<file path="src/rtl/seg_scan_reader.sv">
// Reads a multiplexed active-low 7-segment display scan and rebuilds the 4-digit BCD value.
// A digit is accepted once its pattern is stable; complete in-order frames update bcd.
module seg_scan_reader #(
   parameter int unsigned STABLE_CYCLES = 4
) (
   input  logic        clk,
   input  logic        rst_n,
   input  logic [3:0]  digit_en,
   input  logic [7:0]  segments,
   output logic [15:0] bcd,
   output logic        frame_valid,
   output logic        frame_err,
   output logic        seq_err
);

   localparam logic [3:0] StableMax = 4'(STABLE_CYCLES);

   typedef enum logic [1:0] {StSync, StCollect, StEmit} state_e;

   state_e      state_q, state_d;
   logic [3:0]  en_q, en_prev_q;
   logic [6:0]  seg_q, seg_prev_q;
   logic [3:0]  cnt_q, cnt_d;
   logic [15:0] slots_q, slots_d;
   logic [1:0]  nidx_q, nidx_d;
   logic        err_q, err_d;
   logic [15:0] bcd_d;
   logic        frame_valid_d, frame_err_d, seq_err_d;

   logic        one_hot, same, accept, store, restart;
   logic [1:0]  idx;
   logic [3:0]  nib;
   logic        nib_bad;
   logic        unused_seg7;

   assign unused_seg7 = segments[7];

   assign one_hot = (en_q != 4'b0000) && ((en_q & (en_q - 4'd1)) == 4'b0000);
   assign same    = (en_q == en_prev_q) && (seg_q == seg_prev_q);
   assign accept  = one_hot && same && (cnt_q == StableMax - 4'd1);

   always_comb begin
      case (en_q)
         4'b0010: idx = 2'd1;
         4'b0100: idx = 2'd2;
         4'b1000: idx = 2'd3;
         default: idx = 2'd0;
      endcase
   end

   always_comb begin
      nib_bad = 1'b0;
      case (seg_q)
         7'h40:   nib = 4'd0;
         7'h79:   nib = 4'd1;
         7'h24:   nib = 4'd2;
         7'h30:   nib = 4'd3;
         7'h19:   nib = 4'd4;
         7'h12:   nib = 4'd5;
         7'h02:   nib = 4'd6;
         7'h78:   nib = 4'd7;
         7'h00:   nib = 4'd8;
         7'h10:   nib = 4'd9;
         default: begin
            nib     = 4'hF;
            nib_bad = 1'b1;
         end
      endcase
   end

   // Blanking (zero or multi-hot select) parks the counter at 0.
   always_comb begin
      if (!one_hot) begin
         cnt_d = 4'd0;
      end else if (!same) begin
         cnt_d = 4'd1;
      end else if (cnt_q < StableMax) begin
         cnt_d = cnt_q + 4'd1;
      end else begin
         cnt_d = cnt_q;
      end
   end

   always_ff @(posedge clk or negedge rst_n) begin
      if (!rst_n) begin
         state_q     <= StSync;
         en_q        <= '0;
         en_prev_q   <= '0;
         seg_q       <= '0;
         seg_prev_q  <= '0;
         cnt_q       <= '0;
         slots_q     <= '0;
         nidx_q      <= '0;
         err_q       <= 1'b0;
         bcd         <= '0;
         frame_valid <= 1'b0;
         frame_err   <= 1'b0;
         seq_err     <= 1'b0;
      end else begin
         state_q     <= state_d;
         en_q        <= digit_en;
         en_prev_q   <= en_q;
         seg_q       <= segments[6:0];
         seg_prev_q  <= seg_q;
         cnt_q       <= cnt_d;
         slots_q     <= slots_d;
         nidx_q      <= nidx_d;
         err_q       <= err_d;
         bcd         <= bcd_d;
         frame_valid <= frame_valid_d;
         frame_err   <= frame_err_d;
         seq_err     <= seq_err_d;
      end
   end

   always_comb begin
      state_d = state_q;
      unique case (state_q)
         StSync: begin
            if (accept && idx == 2'd0) state_d = StCollect;
         end
         StCollect: begin
            if (accept) begin
               if (idx == nidx_q) begin
                  state_d = (idx == 2'd3) ? StEmit : StCollect;
               end else if (idx == 2'd0) begin
                  state_d = StCollect;
               end else begin
                  state_d = StSync;
               end
            end
         end
         StEmit:  state_d = StSync;
         default: state_d = StSync;
      endcase
   end

   always_comb begin
      slots_d       = slots_q;
      nidx_d        = nidx_q;
      err_d         = err_q;
      bcd_d         = bcd;
      frame_valid_d = 1'b0;
      frame_err_d   = 1'b0;
      seq_err_d     = 1'b0;
      store         = 1'b0;
      restart       = 1'b0;
      unique case (state_q)
         StSync: begin
            if (accept && idx == 2'd0) restart = 1'b1;
         end
         StCollect: begin
            if (accept) begin
               if (idx == nidx_q) begin
                  store = 1'b1;
               end else begin
                  seq_err_d = 1'b1;
                  restart   = (idx == 2'd0);
               end
            end
         end
         StEmit: begin
            bcd_d         = slots_q;
            frame_valid_d = 1'b1;
            frame_err_d   = err_q;
         end
         default: ;
      endcase
      // An out-of-order digit 0 starts a fresh frame in the same cycle.
      if (restart) begin
         slots_d[3:0] = nib;
         nidx_d       = 2'd1;
         err_d        = nib_bad;
      end
      if (store) begin
         slots_d[{idx, 2'b00} +: 4] = nib;
         nidx_d                     = nidx_q + 2'd1;
         err_d                      = err_q | nib_bad;
      end
   end

endmodule

</file>
<file path="config.mk">
export PLATFORM = sky130hd
export DESIGN_NAME = seg_scan_reader
export DESIGN_NICKNAME = d
export VERILOG_FILES = /design/src/rtl/seg_scan_reader.sv
export SDC_FILE = /design/constraint.sdc
export NUM_CORES = 1
export LEC_CHECK = 0
export BUFFER_PORTS_ARGS = -buffer_cell sky130_fd_sc_hd__buf_2
export CAP_MARGIN = 20
export CORE_ASPECT_RATIO = 0.7
export CORE_MARGIN = 1.5
export CORE_UTILIZATION = 45
export CTS_CLUSTER_DIAMETER = 120
export DETAILED_ROUTE_END_ITERATION = 16
export GPL_ROUTABILITY_DRIVEN = 0
export SYNTH_ARGS = -nofsm -noshare
export SYNTH_HDL_FRONTEND = slang
export SYNTH_SLANG_ARGS = --single-unit
</file>
<file path="constraint.sdc">
create_clock -name clk -period 7.35 [get_ports clk]
set_input_delay 0.3675 -clock clk [delete_from_list [all_inputs] [get_ports clk]]
set_output_delay 0.3675 -clock clk [all_outputs]
set_load 0.02 [all_outputs]
</file>
## Word level (Yosys, flattened, before mapping)

Cells that the tools add are included.

- Add/sub/neg operators: 4
- Magnitude comparators: 1
- Eq/ne operators: 22
- Shift operators: 2
- Mux-type cells: 31
- Bitwise logic cells: 2
- Reductions and logical operators: 13

Operators with widths:

| operator | count |
|---|---|
| one-hot mux 4 bit (10 select lines) | 1 |
| equality test 7 x 5 -> 1 bit (second input constant) | 3 |
| equality test 7 bit (second input constant) | 3 |
| two-way mux 4 bit | 5 |
| bitwise mux 16 bit | 1 |
| variable shift 4 x 6 -> 16 bit (first input constant) | 1 |
| indexed part select 4 x 6 -> 16 bit | 1 |
| two-way mux 1 bit | 15 |
| equality test 7 x 6 -> 1 bit (second input constant) | 2 |
| two-way mux 2 bit | 6 |
| OR reduction 10 bit | 1 |
| equality test 4 x 2 -> 1 bit (second input constant) | 2 |
| equality test 7 x 2 -> 1 bit (second input constant) | 1 |
| equality test 7 bit | 1 |
| zero test 7 bit | 1 |
| negation 4 -> 6 bit | 1 |
| one-hot mux 2 bit (3 select lines) | 1 |
| logical AND 1 bit | 5 |
| adder 4 x 1 -> 4 bit (second input constant) | 1 |
| bitwise AND 4 bit | 1 |
| equality test 2 bit (second input constant) | 2 |
| equality test 4 x 3 -> 1 bit (second input constant) | 1 |
| equality test 4 bit | 1 |
| equality test 4 bit (second input constant) | 1 |
| 15 further kinds | 17 |

- Flip-flop bits (word level): 66
- Input bits: 14
- Output and inout bits: 19
- Word-level logic and storage cells: 89

## Longest topological paths before layout

- Depth after elaboration: 12
- Gate-level depth with buffers: 9
- Depth with buffers taken out: 7

## Worst setup path before layout

OpenSTA, ideal clock, no wires.

- Path kind: reg2reg
- From: reg en_q[0]
- To: reg slots_q[1]
- Library setup time: 0.123 ns
- Arrival: 2.239 ns
- Data required time: 7.227 ns
- Setup slack: 4.988 ns
- Stages on the path, launching flop included: 10
- Path buffers: 3
- Period minus slack after synthesis: 2.362 ns
- Cell sequence: dfrtp_1 -> buf_6 -> nor4b_4 -> a221oi_2 -> or4_1 -> buf_2 -> or4b_1 -> buf_2 -> nand2_1 -> o21ai_1

- Cells in the longest elaborated chain, start to end: 12
- Elaborated cells on any way between the ends: 29
- Classes of those cells: add/sub (2); eq/ne (5); shift (2); mux (11); bitwise (1); reduce/logical (8)

RTL lines:

| item | line | RTL |
|---|---|---|
| from (decl) | 21 | `logic [3:0] en_q, en_prev_q;` |
| from (signal assigned) | 101 | `en_q <= digit_en;` |
| subtractor 4 x 1 -> 4 bit | 38 | `assign one_hot = (en_q != 4'b0000) && ((en_q & (en_q - 4'd1)) == 4'b0000);` |
| bitwise AND 4 bit | 38 |  |
| zero test 4 bit | 38 |  |
| logical AND 1 bit | 38 |  |
| logical AND 1 bit (2 in series) | 40 | `assign accept = one_hot && same && (cnt_q == StableMax - 4'd1);` |
| logical AND 1 bit | 150 | `if (accept && idx == 2'd0) restart = 1'b1;` |
| two-way mux 1 bit | 150 |  |
| one-hot mux 1 bit (2 select lines) | 148 | `unique case (state_q)` |
| two-way mux 4 bit | 170 | `if (restart) begin` |
| bitwise mux 16 bit | 176 | `slots_d[{idx, 2'b00} +: 4] = nib;` |
| two-way mux 4 bit (*) | 175 | `if (store) begin` |
| via slots_d[1] | 24 | `logic [15:0] slots_q, slots_d;` |
| to (signal assigned) | 106 | `slots_q <= slots_d;` |
| to (decl) | 24 |  |

The timed path passes the listed nets; every way through them passes the cells marked *.
A chain may end at the register's enable or synchronous reset.

## Worst setup path in the final report

- From: reg en_q[3]
- To: reg slots_q[14]

- Cells in the longest elaborated chain, start to end: 8
- Elaborated cells on any way between the ends: 21
- Classes of those cells: add/sub (2); eq/ne (5); shift (2); mux (5); bitwise (1); reduce/logical (6)

RTL lines:

| item |
|---|
| parallel branches: the longest is 8 deep, another holds negation 4 -> 6 bit |

Several ways; the timed one is not identified.

==> flow_summary.toml <==
[synth]
ys_top_cells_by_count = "66 x dfrtp_1, 36 x nand2_1, 17 x mux2_2, 17 x o21ai_0"
synth_top_area_cell = "dfrtp_1"
synth_enable_flop_cells = 0
seq_area_frac_synth_pct = 55.2
ys_warn_count = 0
synth_top_area_share_pct = 55.2
yosysMostFrequentCell = "dfrtp_1"
syn_nets = 292
synthCells = 272
ys_async_sr_fraction_pct = 100
synth.area.top_cells = "dfrtp_1 55%, mux2_2 6.4%, nand2_1 4.5%, xnor2_1 3.8%, o21ai_0 2.8%"
synth.cell_area_sq_mm = 0.00299
synthFlopType = "dfrtp_1"
synth-seq-cells = 66
syn_area_per_cell_sq_um = 11.0
yosysUniqueCellTypes = 45

[detailed_routing]
dr.pass1.iters = 4
drtAntennaViolNets = 0
vias = 2060
wl_um = 5480
drc = 0
wire_per_inst_um = 13.8
viasPerCell = 5.18
dr.first_iter.drc_count = 69

[sta]
rsz0062_at_grt = "false"
finalSetupTns_ns = 0
post-route-period-util_pct = 38.0
fmax_ghz = 0.358
hold_viol = 0
holdWs_ns = 0.118
worstMarginPinSlew_ns = 1.01
worst_slack_ns = 4.56
fin_skew_ns = 0.0116
maxSlewViolCount = 0
setup_viol_count_final = 0
maxSlewHeadroom_pct = 32.0
fin_crit_ns = 2.79

[die]
ios = 33
die_w_um = 100
core_area_sq_mm = 0.00634
fp.dieH_um = 71.2
start_util_pct = 47.2
row_count = 24
fp.dieArea_sq_mm = 0.00716

[worst_setup_path]
end_kind = "flip-flop"
crit_slowest_cell = "nor4_1"
crit_required_ns = 7.59
cp_slowest_stage_delay_ns = 0.88
critPathArrivalTime_ns = 3.04
crit_chain = "xor2_1, a221oi_2, nor4_1, nand4_1, o31ai_1"
crit_path_start_kind = "flip-flop"
crit_type = "reg2reg"
critPathMaxFanout = 10

[cts]
clock_latency_ns = 0.35
cts_setup_buffers = 0
htreeDepth = 3
cts-root-buf = "clkbuf_8"
path_clk_slew_ns = 0.07
clock_sinks = 66
hold_buffers = 0
cts_resized = 0
cts_buffers = 9
cts_tree = "built"
cts_buffer_depth = 2

[global_route]
track_usage_pct = 17.4
grt_pass1_wl_um = 9430
grt_overflow = 0
grt_max_degree = 67
antenna_found_initial = 0
first_global_vias = 2003

[layout]
area_growth_pct = 13.2
antenna_cells = 0
drive_gt1_share_pct = 23.1
seq_area_sq_mm = 0.00165
nFillCells = 575
fin_nets = 322
multi_input_area_sq_mm = 0.00124

[place]
portBuffers = 31
post-place-ws_ns = 4.57
dp_hpwl_um = 3740

[power]
power_density_mw_per_mm2 = 204
p_leak_nw = 1.59
vdd_drop_max_mv = 0.130
finalPower_mw = 0.692

[run_status]
outcome = "complete, no violations"

[worst_hold_path]
hp-class = "in2reg"

[run]
maxCapViolations = 0
==> worst max-delay path, delay by kind of cell, from the launching register on <==
kind                      cells  cell delay, ns
DFF                           1            0.58
xor gates and xnor gates      1            0.25
AOI/OAI and AO/OA             2            0.48
and+or+nand+nor               2            1.37
==> layer usage <==
| metal | global-route usage, % | up-vias | part of all wire, % |
|---|---|---|---|
| li1 | - | 1019 | - |
| met1 | 25.6 | 983 | 52 |
| met2 | 23.8 | 46 | 41 |
| met3 | 4.78 | 12 | 5.3 |
| met4 | 8.92 | 0 | 2.4 |
| met5 | 0 | - | 0 |
==> power by group <==
| part | internal, mW | leakage [nW] | switching (mW) |
|---|---|---|---|
| Clock | 0.140 | 0.0924 | 0.134 |
| Sequential | 0.370 | 0.870 | 0.0112 |
| Combinational | 0.0156 | 0.628 | 0.0213 |
==> per-stage QoR <==
stage	util [%]	cells	cell area, sq um
2_1_floorplan	-	272	2990
3_3_place_gp	50.5	381	3200
3_5_place_dp	50.5	381	3200
4_1_cts	53.4	397	3380
5_1_grt	53.5	398	3390
6_report	53.5	398	3390
==> logic make-up after synthesis <==
family | Yosys count | share of synthesized area (%)
compound gates | 47 | 10.1
simple gates | 101 | 18.4
fa+ha+maj | 6 | 2.51
xor+xnor | 14 | 4.10
mux | 17 | 6.40
flops | 66 | 55.2
buf+inv | 21 | 3.30
==> final cells by class <==
type | count | share of cell area, %
clock inverter | 4 | 0.776
clock buffer | 12 | 4.58
timing repair buffer | 34 | 5.17
inverter | 6 | 0.665
multi-input combinational | 185 | 36.7
tap | 91 | 3.36
sequential | 66 | 48.8
==> path summary, 6_finish.rpt <==
| kind | startpoint | to | slack (ns) | depth (start not counted) |
|---|---|---|---|---|
| max | en_q[3] | slots_q[14] | 4.56 | 5 |
| min | segments[3] | seg_q[3] | 0.12 | 1 |
| max reg2reg | en_q[3] | slots_q[14] | 4.56 | 5 |
| min reg2reg | slots_q[15] | slots_q[15] | 0.48 | 2 |
| max in group asynchronous | rst_n | slots_q[9] | 6.62 | 2 |
| min in group asynchronous | rst_n | nidx_q[1] | 0.18 | 2 |
==> cell usage in the layout, fill, tap and decap left out, types with 7 or more instances in the layout <==
master	Yosys	final
buf_2	4	31
mux2_2	17	17
nand4_1	9	9
nor2_1	13	13
a21oi_1	7	7
o21ai_0	17	17
xnor2_1	13	13
nand2_1	36	36
clkbuf_8	0	11
dfrtp_1	66	66
==> sequential cells by signal, summed over array words and instances, names as in the netlist, 2 cells and up <==
signal,flops
bcd,16
cnt_q,4
en_prev_q,4
en_q,4
nidx_q,2
seg_prev_q,7
seg_q,7
slots_q,16
state_q,2
No activity file was read; power rests on OpenSTA's default activity.
